--- src/rtl/vga_timing_gen.sv ---
// VGA timing generator: free-running pixel/line counters with an optional clock divider,
// producing registered syncs, visible flag, start pulses and a frame counter, all zero-skew.
module vga_timing_gen #(
  parameter int H_VISIBLE = 800,
  parameter int H_FRONT   = 40,
  parameter int H_SYNC    = 128,
  parameter int H_BACK    = 88,
  parameter int V_VISIBLE = 600,
  parameter int V_FRONT   = 1,
  parameter int V_SYNC    = 4,
  parameter int V_BACK    = 23,
  parameter bit HSYNC_POL = 1'b1,
  parameter bit VSYNC_POL = 1'b1,
  parameter int PIX_DIV   = 1,
  parameter int COL_W     = 12,
  parameter int ROW_W     = 11,
  parameter int FRAME_W   = 16
) (
  input  logic               clock,
  input  logic               reset,
  input  logic               enable,
  output logic               pix_tick,
  output logic [COL_W-1:0]   col,
  output logic [ROW_W-1:0]   row,
  output logic               visible,
  output logic               hsync,
  output logic               vsync,
  output logic               line_start,
  output logic               frame_start,
  output logic [FRAME_W-1:0] frame_count
);

  localparam int H_TOTAL = H_VISIBLE + H_FRONT + H_SYNC + H_BACK;
  localparam int V_TOTAL = V_VISIBLE + V_FRONT + V_SYNC + V_BACK;
  localparam int DIV_W   = (PIX_DIV > 1) ? $clog2(PIX_DIV) : 1;

  generate
    if (H_FRONT < 1 || H_SYNC < 1 || H_BACK < 1 || V_FRONT < 1 || V_SYNC < 1 ||
        V_BACK < 1 || PIX_DIV < 1 ||
        longint'(H_TOTAL - 1) >= (longint'(1) << COL_W) ||
        longint'(V_TOTAL - 1) >= (longint'(1) << ROW_W)) begin : g_bad_params
      $error("vga_timing_gen: illegal timing parameters or counter widths");
    end
  endgenerate

  localparam logic [DIV_W-1:0] DIV_LAST = DIV_W'(PIX_DIV - 1);
  localparam logic [COL_W-1:0] COL_LAST = COL_W'(H_TOTAL - 1);
  localparam logic [ROW_W-1:0] ROW_LAST = ROW_W'(V_TOTAL - 1);
  localparam logic [COL_W-1:0] H_VIS    = COL_W'(H_VISIBLE);
  localparam logic [ROW_W-1:0] V_VIS    = ROW_W'(V_VISIBLE);
  localparam logic [COL_W-1:0] HS_BEG   = COL_W'(H_VISIBLE + H_FRONT);
  localparam logic [COL_W-1:0] HS_END   = COL_W'(H_VISIBLE + H_FRONT + H_SYNC);
  localparam logic [ROW_W-1:0] VS_BEG   = ROW_W'(V_VISIBLE + V_FRONT);
  localparam logic [ROW_W-1:0] VS_END   = ROW_W'(V_VISIBLE + V_FRONT + V_SYNC);

  logic [DIV_W-1:0]   div, div_n;
  logic [COL_W-1:0]   col_n;
  logic [ROW_W-1:0]   row_n;
  logic [FRAME_W-1:0] frame_n;

  // NOTE: every output of this block gets a default first, so no path can infer a latch.
  always_comb begin
    pix_tick = enable && (div == DIV_LAST);
    div_n    = (div == DIV_LAST) ? '0 : div + 1'b1;
    col_n    = col;
    row_n    = row;
    frame_n  = frame_count;
    if (pix_tick) begin
      if (col == COL_LAST) begin
        col_n = '0;
        if (row == ROW_LAST) begin
          row_n   = '0;
          frame_n = frame_count + 1'b1;
        end else begin
          row_n = row + 1'b1;
        end
      end else begin
        col_n = col + 1'b1;
      end
    end
  end

  // NOTE: state uses non-blocking assignments so every register samples pre-edge values.
  always_ff @(posedge clock or posedge reset) begin
    if (reset) begin
      div         <= '0;
      col         <= COL_LAST;
      row         <= ROW_LAST;
      visible     <= 1'b0;
      hsync       <= ~HSYNC_POL;
      vsync       <= ~VSYNC_POL;
      line_start  <= 1'b0;
      frame_start <= 1'b0;
      frame_count <= '1;
    end else begin
      // Pulses derive from the next position so they stay aligned with col/row.
      line_start  <= pix_tick && (col_n == '0);
      frame_start <= pix_tick && (col_n == '0) && (row_n == '0);
      if (enable) div <= div_n;
      if (pix_tick) begin
        col         <= col_n;
        row         <= row_n;
        frame_count <= frame_n;
        visible     <= (col_n < H_VIS) && (row_n < V_VIS);
        hsync       <= ((col_n >= HS_BEG) && (col_n < HS_END)) ? HSYNC_POL : ~HSYNC_POL;
        vsync       <= ((row_n >= VS_BEG) && (row_n < VS_END)) ? VSYNC_POL : ~VSYNC_POL;
      end
    end
  end

endmodule
--- config.mk ---
export PLATFORM = sky130hd
export DESIGN_NAME = vga_timing_gen
export DESIGN_NICKNAME = d
export VERILOG_FILES = /design/src/rtl/vga_timing_gen.sv
export SDC_FILE = /design/constraint.sdc
export NUM_CORES = 1
export LEC_CHECK = 0
export CORE_ASPECT_RATIO = 1.25
export CORE_MARGIN = 5
export CORE_UTILIZATION = 62
export CTS_CLUSTER_SIZE = 8
export DETAILED_ROUTE_END_ITERATION = 10
export DONT_BUFFER_PORTS = 1
export PLACE_DENSITY = 0.78
export SLEW_MARGIN = 20
export SYNTH_ARGS = -nofsm -noshare
export SYNTH_HDL_FRONTEND = slang
export SYNTH_SLANG_ARGS = --single-unit
--- constraint.sdc ---
create_clock -name clock -period 2.8 [get_ports clock]
set_clock_uncertainty 0.15 [all_clocks]
set_input_delay 0.84 -clock clock [delete_from_list [all_inputs] [get_ports clock]]
set_output_delay 0.84 -clock clock [all_outputs]
set_load 0.03 [all_outputs]
==> flow_metrics.tcl <==
set metrics [dict create \
    diodes 0 \
    grt_start_max_net_pins 20 \
    p_int_mw 1.17 \
    num_vias 1871 \
    period_needed_ps 2650 \
    cp_slowest_cell "dfstp_2" \
    cp_num_buf_inv 0 \
    drc 0 \
    routedWlPerCell_um 18.2 \
    drt_iter0_markers 124 \
    r2r_start "col[0]$_DFFE_PP1P_" \
    fin_ws_ps 154 \
    rsz0062_at_grt "false" \
    critPathLaunch "col[0]$_DFFE_PP1P_" \
    grtUsageTotal 0.234 \
    clockRootBuffer "clkbuf_8" \
    status "finished clean" \
    path_delay_family "simple AND/OR/NAND/NOR gates" \
    crit_type "flip-flop to flip-flop" \
    cts_hold_buf 0 \
    drtPass1Iterations 4 \
    p_switching_mw 0.614 \
    netlist_instances 227 \
    routed-wl-met3_um 480 \
    holdCritPathClass "primary input to asynchronous set/reset pin" \
    power_density_nw_per_um2 646 \
    cp.arrival_ps 2660 \
    synth.area.top_cells "dfstp_2 30%, dfrtp_1 16%, xnor2_1 7.5%" \
    syn-cell-area_um2 2440 \
    fin_crit_sh 0.945 \
    layout.nets 258 \
    cpPeakStageDelay_ps 600 \
    ant_nets 0 \
    yosys_warnings 0 \
    ctsLongestPathBuffers 2 \
    dp_slack_ps 195 \
    design.portCount 48 \
    start_util 0.644 \
    peakVddDrop_v 0.000494 \
    slew_headroom 0.525 \
    ys.flop_type "dfstp_2" \
    tightestPinTransition_ps 707 \
    via_per_inst 6.09 \
    rows 25 \
    hold_violations 0 \
    synth-edff-count 0 \
    async_flop_share 1.00 \
    core_um2 3780 \
    drv_slew 0 \
    htreeDepth 2 \
    start_kind "flip-flop" \
    pwr-share-comb 0.255 \
    wl_met2_um 2930 \
    p_clk_frac 0.285 \
    synth_top_area_cell "dfstp_2" \
    cts_sinks 44 \
    yosysMostFrequentCell "dfstp_2" \
    critPathMaxFanout 7 \
    synthTopCellsByCount "28 x dfstp_2, 25 x nand2_1, 21 x xnor2_1, 18 x nand3_1, 16 x dfrtp_1" \
    dp_hpwl_um 4220 \
    clock_latency_ps 300 \
    dieWidth_um 66.1 \
    tritoncts "yes" \
    clkTransAtPathRegs_ps 90 \
    worstPathRequired_ps 2810 \
    routed_wl_um 5590 \
    antenna_found_initial 0 \
    totalNegativeSetupSlack_ps 0 \
    place_congestion 0.895 \
    power_leakage_nw 1.16 \
    overflow 0 \
    numCtsBuffers 5 \
    areaGrowthSynthToFinish_pct 13.1 \
    worstPathCellList "ha_1 > and4_4 > nand4_4 > or3_4 > mux2_4 > a31oi_1 > o41ai_1" \
    portBuffers 0 \
    syn_area_per_cell_um2 10.7 \
    syn_nets 233 \
    synth_cell_types 60 \
    grt_pass1_vias 1922 \
    fill_cells 282 \
    drive_gt1_frac 0.340 \
    max_freq_mhz 378 \
    switching_share 0.345 \
    ys_seq_elements 44 \
    grt_pass1_wl_um 9460 \
    top_layer "met4" \
    endpoint_kind "flip-flop" \
    dp_cells 296 \
    die-area_um2 5290 \
    fin_cells 307 \
    pwr-share-seq 0.460 \
    max-cap-violations 0 \
    wl_met1_um 2110 \
    die_height_um 80.1 \
    synth.top_cell.area_share 0.302 \
    setup_viol 0 \
    yosysSeqAreaShare 0.466 \
]
cell families after synthesis:
family | synth area share
AOI/OAI and AO/OA | 0.0842
and+or+nand+nor | 0.265
adders and majority gates | 0.0154
DFF | 0.466
xor gates and xnor gates | 0.104
muxes | 0.0262
buffers and inverters | 0.0385
cell usage in the layout, fill, tap and decap left out, drive strengths merged, types with 2 or more instances in the layout:
cell type,synthesis,layout
a21oi,4,4
a311o,2,2
a31oi,3,3
a41oi,2,2
and3,5,5
and4,3,3
buf,4,25
clkbuf,3,5
clkinv,1,2
dfrtp,16,16
dfstp,28,28
ha,3,3
inv,9,9
mux2,5,5
nand2,26,26
nand2b,2,2
nand3,19,19
nand4,6,6
nor2,15,15
nor3,8,8
nor4,6,6
o21ai,4,4
o2bb2ai,2,2
or2,2,2
or3,3,3
xnor2,21,21
xor2,8,8
registers in the layout, summed over array words and instances, names as in the netlist:
name / flops
col: 12
line_start: 1
visible: 1
frame_start: 1
row: 11
hsync: 1
vsync: 1
frame_count: 16
stage by stage:
step | instance area [um^2] | util | power [mW] | hold WS (ps)
floorplan | 2440 | - | 1.14 | 398
global placement | 2610 | 0.691 | 1.27 | 347
detailed placement | 2610 | 0.691 | 1.28 | 357
CTS | 2730 | 0.721 | 1.78 | 285
global route | 2760 | 0.729 | 1.86 | 307
finish | 2760 | 0.729 | 1.78 | 278
what timing repair did:
item | CTS | global route
buffers inserted | 0 | 3
resized for setup | 0 | 1
endpoints found under the setup margin | 0 | 2
power by group through the flow:
stage          registers, mW  clock network, mW  logic, mW
4_1_cts                0.817              0.509      0.457
5_1_grt                0.832              0.540      0.488
3_5_place_dp           0.827                  0      0.454
6_report               0.819              0.508      0.453
2_1_floorplan          0.910                  0      0.233
3_3_place_gp           0.822                  0      0.451
per-layer routing:
layer	up-vias	track usage
met5	-	0
met3	6	0.0587
li1	863	-
met4	0	0.0874
met2	98	0.404
met1	904	0.276
area by class of cell:
class,count,area (um^2),area share
multi-input cells,166,1210,0.440
flip-flops and latches,44,1140,0.412
repair buffers,25,188,0.0681
clock buffers,5,68.8,0.0250
well taps,54,67.6,0.0245
clock inverters,3,46.3,0.0168
inverters,10,37.5,0.0136
path summary, 6_finish.rpt:
| path | end | slack, ps | cells past startpoint |
|---|---|---|---|
| min reg2reg | col[1]$_DFFE_PP1P_ | 370 | 1 |
| max in group asynchronous | row[6]$_DFFE_PP1P_ | 1560 | 2 |
| min | col[7]$_DFFE_PP0P_ | 280 | 1 |
| max reg2reg | visible$_DFFE_PP0P_ | 150 | 7 |
| min in group clock | col[1]$_DFFE_PP1P_ | 370 | 1 |
| max | visible$_DFFE_PP0P_ | 150 | 7 |
Note: power is estimated with default switching activity, not from simulation.
